$ cat config.mk
export PLATFORM = sky130hd
export DESIGN_NAME = zorro_bus_arbiter
export DESIGN_NICKNAME = d
export VERILOG_FILES = /design/src/rtl/zorro_arb_pkg.sv /design/src/rtl/zorro_bus_arbiter_sync_chain.sv /design/src/rtl/zorro_bus_arbiter.sv
export SDC_FILE = /design/constraint.sdc
export NUM_CORES = 1
export LEC_CHECK = 0
export BUFFER_PORTS_ARGS = -buffer_cell sky130_fd_sc_hd__buf_4
export CORE_UTILIZATION = 50
export CTS_BUF_LIST = sky130_fd_sc_hd__clkbuf_4
export CTS_CLUSTER_SIZE = 24
export DETAILED_ROUTE_END_ITERATION = 8
export GPL_TIMING_DRIVEN = 1
export PLACE_DENSITY = 0.71
export RECOVER_POWER = 100
export SLEW_MARGIN = 20
export SYNTH_ARGS = -nofsm -noshare
export SYNTH_HDL_FRONTEND = slang
export SYNTH_HIERARCHICAL = 1
export SYNTH_SLANG_ARGS = --single-unit
$ cat constraint.sdc
create_clock -name C7M -period 2.9 [get_ports C7M]
set_clock_uncertainty 0.05 [all_clocks]
set_input_delay 0.29 -clock C7M [delete_from_list [all_inputs] [get_ports C7M]]
set_output_delay 0.29 -clock C7M [all_outputs]
set_load 0.005 [all_outputs]
$ cat src/rtl/zorro_arb_pkg.sv
// rtl/zorro_arb_pkg.sv - shared state encoding and parameter checks for the Zorro bus arbiter
package zorro_arb_pkg;

  typedef enum logic [2:0] {
    ST_IDLE     = 3'd0,
    ST_REQ      = 3'd1,
    ST_GRANT    = 3'd2,
    ST_DMA      = 3'd3,
    ST_RELEASE  = 3'd4,
    ST_COOLDOWN = 3'd5
  } arb_state_t;

  localparam int unsigned SLOT_W = 4;

  function automatic bit arb_params_ok(input int sync_stages, input int grant_timeout,
                                       input int cpu_slots, input int cnt_w);
    return (sync_stages >= 2) && (grant_timeout >= 2) && (grant_timeout <= 255) &&
           (cpu_slots >= 1) && (cpu_slots <= 15) && (cnt_w >= 1);
  endfunction

endpackage

$ cat src/rtl/zorro_bus_arbiter_sync_chain.sv
// rtl/zorro_bus_arbiter_sync_chain.sv - multi-flop synchronizer for asynchronous bus strobes
module sync_chain #(
  parameter int   STAGES    = 2,
  parameter logic RESET_VAL = 1'b1
) (
  input  logic clk,
  input  logic reset_n,
  input  logic din,
  output logic dout
);

  logic [STAGES-1:0] sync_q;

  always_ff @(posedge clk) begin
    if (!reset_n) begin
      sync_q <= {STAGES{RESET_VAL}};
    end else begin
      sync_q <= {sync_q[STAGES-2:0], din};
    end
  end

  assign dout = sync_q[STAGES-1];

endmodule

$ cat src/rtl/zorro_bus_arbiter.sv
// rtl/zorro_bus_arbiter.sv - BR/BG/BGACK arbiter between the local 68SEC000 and a motherboard DMA master
module zorro_bus_arbiter
  import zorro_arb_pkg::*;
#(
  parameter int SYNC_STAGES   = 2,
  parameter int GRANT_TIMEOUT = 64,
  parameter int CPU_SLOTS     = 4,
  parameter int CNT_W         = 16
) (
  input  logic             C7M,
  input  logic             RESET_n,
  input  logic             DMA_EN,
  input  logic             BR_n_IN,
  input  logic             BGACK_n,
  input  logic             AS_n,
  input  logic             BG_68SEC000_n,
  output logic             BR_68SEC000_n,
  output logic             BG_n_OUT,
  output logic             BG_n_OE,
  output logic             DMA_ACTIVE,
  output logic             ARB_TIMEOUT,
  output logic [CNT_W-1:0] GRANT_COUNT
);

  localparam int TMR_W = $clog2(GRANT_TIMEOUT);
  localparam logic [TMR_W-1:0]  TMR_LAST  = TMR_W'(GRANT_TIMEOUT - 1);
  localparam logic [SLOT_W-1:0] SLOT_LOAD = SLOT_W'(CPU_SLOTS - 1);

  if (!arb_params_ok(SYNC_STAGES, GRANT_TIMEOUT, CPU_SLOTS, CNT_W)) begin : g_bad_params
    $error("zorro_bus_arbiter: parameter out of range");
  end

  logic br_s, bgack_s, as_s, bg_cpu_s;

  sync_chain #(.STAGES(SYNC_STAGES), .RESET_VAL(1'b1)) u_sync_br (
    .clk(C7M), .reset_n(RESET_n), .din(BR_n_IN), .dout(br_s));
  sync_chain #(.STAGES(SYNC_STAGES), .RESET_VAL(1'b1)) u_sync_bgack (
    .clk(C7M), .reset_n(RESET_n), .din(BGACK_n), .dout(bgack_s));
  sync_chain #(.STAGES(SYNC_STAGES), .RESET_VAL(1'b1)) u_sync_as (
    .clk(C7M), .reset_n(RESET_n), .din(AS_n), .dout(as_s));
  sync_chain #(.STAGES(SYNC_STAGES), .RESET_VAL(1'b1)) u_sync_bg_cpu (
    .clk(C7M), .reset_n(RESET_n), .din(BG_68SEC000_n), .dout(bg_cpu_s));

  arb_state_t        state_q, state_d;
  logic [TMR_W-1:0]  timer_q, timer_d;
  logic [SLOT_W-1:0] slot_q, slot_d;
  logic              timeout_d;
  logic              count_inc;
  logic              br_cpu_d, bg_out_d, dma_active_d;

  always_comb begin
    state_d   = state_q;
    timer_d   = timer_q;
    slot_d    = slot_q;
    timeout_d = 1'b0;
    count_inc = 1'b0;
    case (state_q)
      ST_IDLE: begin
        if (!br_s && DMA_EN) state_d = ST_REQ;
      end
      ST_REQ: begin
        if (!DMA_EN) begin
          state_d = ST_IDLE;
        end else if (!bg_cpu_s) begin
          state_d = ST_GRANT;
          timer_d = '0;
        end else if (br_s) begin
          state_d = ST_IDLE;
        end
      end
      ST_GRANT: begin
        // BGACK wins over a simultaneous BR release; AS low means the CPU cycle is still finishing
        if (!bgack_s && as_s) begin
          state_d = ST_DMA;
        end else if (br_s && bgack_s) begin
          state_d = ST_RELEASE;
        end else if (timer_q == TMR_LAST) begin
          state_d   = ST_RELEASE;
          timeout_d = 1'b1;
        end else begin
          timer_d = timer_q + 1'b1;
        end
      end
      ST_DMA: begin
        if (bgack_s) begin
          state_d   = ST_RELEASE;
          count_inc = 1'b1;
        end
      end
      ST_RELEASE: begin
        if (bg_cpu_s) begin
          state_d = ST_COOLDOWN;
          slot_d  = SLOT_LOAD;
        end
      end
      ST_COOLDOWN: begin
        if (slot_q == '0) state_d = ST_IDLE;
        else              slot_d  = slot_q - 1'b1;
      end
      default: state_d = ST_IDLE;
    endcase
  end

  always_comb begin
    br_cpu_d     = !(state_d inside {ST_REQ, ST_GRANT, ST_DMA});
    bg_out_d     = (state_d != ST_GRANT);
    dma_active_d = (state_d == ST_DMA);
  end

  always_ff @(posedge C7M) begin
    if (!RESET_n) begin
      state_q       <= ST_IDLE;
      timer_q       <= '0;
      slot_q        <= '0;
      BR_68SEC000_n <= 1'b1;
      BG_n_OUT      <= 1'b1;
      BG_n_OE       <= 1'b0;
      DMA_ACTIVE    <= 1'b0;
      ARB_TIMEOUT   <= 1'b0;
      GRANT_COUNT   <= '0;
    end else begin
      state_q       <= state_d;
      timer_q       <= timer_d;
      slot_q        <= slot_d;
      BR_68SEC000_n <= br_cpu_d;
      BG_n_OUT      <= bg_out_d;
      BG_n_OE       <= DMA_EN;
      DMA_ACTIVE    <= dma_active_d;
      ARB_TIMEOUT   <= timeout_d;
      if (count_inc && (GRANT_COUNT != '1)) GRANT_COUNT <= GRANT_COUNT + 1'b1;
    end
  end

endmodule

Word level (Yosys, flattened, before mapping). Index checks and enable logic that the tools add are counted.

Register bits after elaboration: 42. Bits in latches: 0. Memory bits (writable): 0. Bits in read-only memories: 0. Input port bits: 7. Output and inout port bits: 21. Memories: 0.

Add/subtract/negate cells: 3. $mul: 0. Div/mod/pow operators: 0. Order comparisons: 0. Eq/ne operators: 18. Shift operators: 0. Muxes and demuxes: 23. Bitwise gates (word level): 2. Reduce and logical (&&, ||, !) cells: 15.

Operators with widths (count): $mux W3 (10); $mux W6 (5); $pmux W3 S6 (1); $add A16 B1 Y16 const B (1); $ne A16 B16 Y1 const B (1); $eq A3 B2 Y1 const B (4); $ne A2 B2 Y1 const B (6); $pmux W6 S2 (1); $mux W4 (2); $pmux W4 S2 (1); $add A6 B1 Y6 const B (1); $eq A3 B1 Y1 const B (2); $eq A3 B3 Y1 const B (2); $eq A6 B6 Y1 const B (1); $reduce_and A6 Y1 (1); $logic_and A1 B1 Y1 (4); $logic_not A4 Y1 (1); $reduce_bool A2 Y1 (2); $reduce_or A4 Y1 (1); $sub A4 B1 Y4 const B (1); $logic_not A1 Y1 (3); $logic_not A3 Y1 (1); $mux W1 (3); $ne A3 B2 Y1 const B (1); 4 further kinds (5).

Logic depth before layout (Yosys ltp).
Word-level depth: 8. Gate-level depth with buffers: 6. Mapped depth without buffers: 6.

By module. The synthesis kept the hierarchy.

Modules (own cells, without submodules): zorro_bus_arbiter (instances 1, cells an instance 196, area each 1784.2 um^2); sync_chain (instances 4, cells an instance 4, area each 52.6 um^2).

Worst setup path before layout. No wires, ideal clock.

Path type: register to register. Start: register slot_q[0]. End: register slot_q[2]. Library setup time: 115 ps. Data arrival time: 1436 ps. Required time: 2735 ps. Slack: 1300 ps. Cell stages (with the launch flop): 7. Buffers on the path: 0. Clock period less this slack: 1600 ps. Cell sequence: dfxtp_1 -> inv_1 -> ha_1 -> nor3b_1 -> a2111oi_0 -> xnor2_1 -> nor2_1.

Longest elaborated chain between the ends: 3.

Ends and longest elaborated chain: start, declared (RTL line zorro_bus_arbiter.sv:46) `logic [SLOT_W-1:0] slot_q, slot_d;`; start signal, assigned (RTL line zorro_bus_arbiter.sv:124) `slot_q <= slot_d;`; $sub A4 B1 Y4 / $logic_not A4 Y1 (equally long branches) (RTL line zorro_bus_arbiter.sv:98, zorro_bus_arbiter.sv:97); $mux W4 / $ne A2 B2 Y1 (equally long branches); $pmux W4 S2 / $reduce_and A3 Y1 (equally long branches).

Parallel ways exist; a longest one is shown, timed or not. The select of a mux whose other input is x is not followed. A chain may end at the register's enable or synchronous reset.

Worst setup path after layout.
Start: register state_q[1]. End: register timer_q[3].

Longest elaborated chain between the ends: 3.

Ends and longest elaborated chain: start, declared (RTL line zorro_bus_arbiter.sv:44) `arb_state_t state_q, state_d;`; start signal, assigned (RTL line zorro_bus_arbiter.sv:122) `state_q <= state_d;`; $eq A3 B1 Y1 / $eq A3 B2 Y1 (equally long branches) (RTL line zorro_bus_arbiter.sv:57) `case (state_q)`; $ne A2 B2 Y1 (no source line) / $reduce_bool A2 Y1 (equally long branches); $reduce_and A6 Y1 (no source line); end signal, assigned (RTL line zorro_bus_arbiter.sv:123) `timer_q <= timer_d;`; end, declared (RTL line zorro_bus_arbiter.sv:45) `logic [TMR_W-1:0] timer_q, timer_d;`.

Parallel ways exist; a longest one is shown, timed or not.

==> metrics.csv <==
metric,value,unit
# DRC,0,
proportion of power drawn by the clock network,0.388,
FMAX,486,MHz
Mapped Area,1990,µm²
VDD IR-drop max,0.000256,V
n_diodes,0,
Synth Area in XOR/XNOR,0.00878,
asr flop ratio synth,0,
Setup-failing EPs final,0,
CP required,3150,ps
net switching power,0.000219,W
largest family of logic cells by synthesized area,simple AND/OR/NAND/NOR gates,
Die Ht,65.2,µm
CTS tree,yes,
syn_area_per_cell,9.41,µm²
# clock sinks,42,
measured slew at the worst slew-check pin,1100,ps
Fin. Hold Viols,0,
Comb power frac,0.028,
CTS resizes,0,
Yosys cell types,51,
Worst-Skew Late Latency,370,ps
Area Growth Syn to Fin,11.4,%
I/O Buffers,27,
largest net degree at the start of global routing,28,
FP Rows,22,
Fin Setup TNS,0,ps
GRT Total Usage,0.205,
Layout Nets,250,
status,completed,
clock slew seen by the registers of the worst setup and hold paths,130,ps
global-route wire length before repair,6620,µm
fillcell total,362,
worst-path fanout max,10,
CP endpoint kind,flip-flop,
placed insts,281,
Slew Limit Fails,0,
Tmin final,2060,ps
Met2 Wirelength,1790,µm
total gr overflow,0,
Hold WC Path Type,in -> reg,
DIE AREA,4250,µm²
H-tree level count,2,
area share of fa/ha/maj cells after synthesis,0.0188,
Final Cycle Share,0.710,
post-detail-place hpwl,2720,µm
Slew Limit Headroom,0.269,
Post-synth EDFFs,0,
met3 WL,123,µm
simple-gate share of the synthesized area,0.317,
met1 WL,1840,µm
via count,1657,
sequential power share,0.584,
Compound-Gate Fraction of Synth Area,0.175,
CTS buffer count,5,
most common flop cell mapped by yosys,dfxtp_1,
DIE WIDTH,65.2,µm
IO Pins,28,
Vias per Instance,5.73,
Post-Route WL,3810,µm
Yosys reg bits,42,
register area share after synthesis,0.422,
worst hold margin,46.3,ps
max-cap viol count,0,
YS warnings,6,
initial antenna violation count,0,
hold bufs inserted after CTS,0,
Critical Path Source Type,flip-flop,
Finished Core Util,0.594,
Core Area,3740,µm²
Leak,0.804,nW
setup bufs post-CTS,0,
power per cell area,452,nW/µm²
mux cell area share after synthesis,0.0301,
Int Power,0.000787,W
drt pass-1 iters,4,
layout cells sized above 1,0.162,
cell count after synthesis,212,
switching share of power,0.217,
WS Path Type,reg -> reg,
initial core utilization,0.533,
CTS Buffer Depth,2,
Placer Congestion,0.782,
root buf cell,clkbuf_4,
"non-filler cells, final",289,
RSZ-0062 raised after global routing,false,
Design Power,0.00101,W
Routed Antenna Nets,0,
vias in the first global route,1541,
drt wl/cell,13.2,µm
Post-Synthesis Net Count,222,
CP Data Arrival Time,2310,ps
top sig layer,met4,
initial DRC count,136,
## area by class of cell
class / count / area (µm²) / share of cell area
clock inverter: 2 / 37.5 / 0.0169
clock buffer: 6 / 45.0 / 0.0203
timing repair buffer: 27 / 195 / 0.0878
tap: 48 / 60.1 / 0.0270
inverter: 7 / 26.3 / 0.0118
sequential: 42 / 841 / 0.378
multi-input combinational: 157 / 1020 / 0.458
## power by group through the flow
stage                     logic [W]  registers, W  clock network (W)
after floorplan           0.0000189      0.000599                  0
after global placement    0.0000309      0.000600                  0
after detailed placement  0.0000314      0.000600                  0
after CTS                 0.0000314      0.000587           0.000402
after global routing      0.0000319      0.000588           0.000420
final                     0.0000285      0.000587           0.000390
## per-layer routing
metal | vias up | track usage
met5 | - | 0
li1 | 852 | -
met3 | 6 | 0.0486
met2 | 25 | 0.322
met1 | 774 | 0.257
met4 | 0 | 0.120
## cells by family after synthesis
logic type,Yosys count
adders and majority gates,3
AOI/OAI and AO/OA,49
DFF,42
and+or+nand+nor,97
muxes,6
xor gates and xnor gates,2
buffers and inverters,13
## sequential cells by signal, indices dropped and copies added (netlist names)
name / cells
GRANT_COUNT: 16
ARB_TIMEOUT: 1
BR_68SEC000_n: 1
BG_n_OUT: 1
state_q: 3
DMA_ACTIVE: 1
slot_q: 4
u_sync_as/sync_q: 2
timer_q: 6
u_sync_bgack/sync_q: 2
BG_n_OE: 1
u_sync_bg_cpu/sync_q: 2
u_sync_br/sync_q: 2
## critical path: stages, from the launching register on
cell       delay [ps]
dfxtp_1           430
nor3b_1           350
o2111ai_1         440
or4_1             590
a21oi_1           140
## synthesized netlist by cell type (all sizes together), types with 2 or more instances
master	instances	area (µm²)
o41ai	3	26.3
nand2b	15	96.3
ha	3	37.5
buf	3	20.0
nand3	10	62.6
a211oi	3	22.5
nor3	3	15.0
or4	8	60.1
nor2	8	30.0
o311a	2	20.0
or3	3	18.8
inv	7	26.3
nor4	2	33.8
and4	3	26.3
and3	3	18.8
and2	2	13.8
clkbuf	3	11.3
nand4	6	58.8
o21ai	6	30.0
mux2i	6	60.1
dfxtp	42	841
o31ai	7	52.6
nor3b	5	48.8
nand2	21	78.8
a31oi	2	25.0
a21oi	19	95.1
## path summary, 6_finish.rpt
| path | startpoint | endpoint | slack [ps] | cells after the start |
|---|---|---|---|---|
| max reg2reg | state_q[1]$_SDFF_PN0_ | timer_q[3]$_SDFFE_PN0P_ | 840 | 4 |
| min | BGACK_n | u_sync_bgack/sync_q[0]$_SDFF_PN1_ | 50 | 2 |
| min reg2reg | u_sync_as/sync_q[0]$_SDFF_PN1_ | u_sync_as/sync_q[1]$_SDFF_PN1_ | 370 | 1 |
| max | state_q[1]$_SDFF_PN0_ | timer_q[3]$_SDFFE_PN0P_ | 840 | 4 |
## metrics by stage
step                      setup slack (ps)  instance area [µm²]
after floorplan                       1300                 1990
after global routing                   641                 2220
final                                  841                 2220
after CTS                              991                 2310
after global placement                1050                 2230
after detailed placement              1020                 2230
## layout by cell type (no fill, tap or decap), types with 5 or more instances in the layout
master    count
nand2b_1     14
mux2i_1       6
buf_4         5
nor3b_1       5
nor2_1        8
a21oi_1      19
dfxtp_1      42
o31ai_1       7
o21ai_0       6
nand3_1      10
nand4_1       6
nand2_1      21
or4_1         8
clkbuf_4     26
inv_1         7
(Power assumes the default switching activity.)
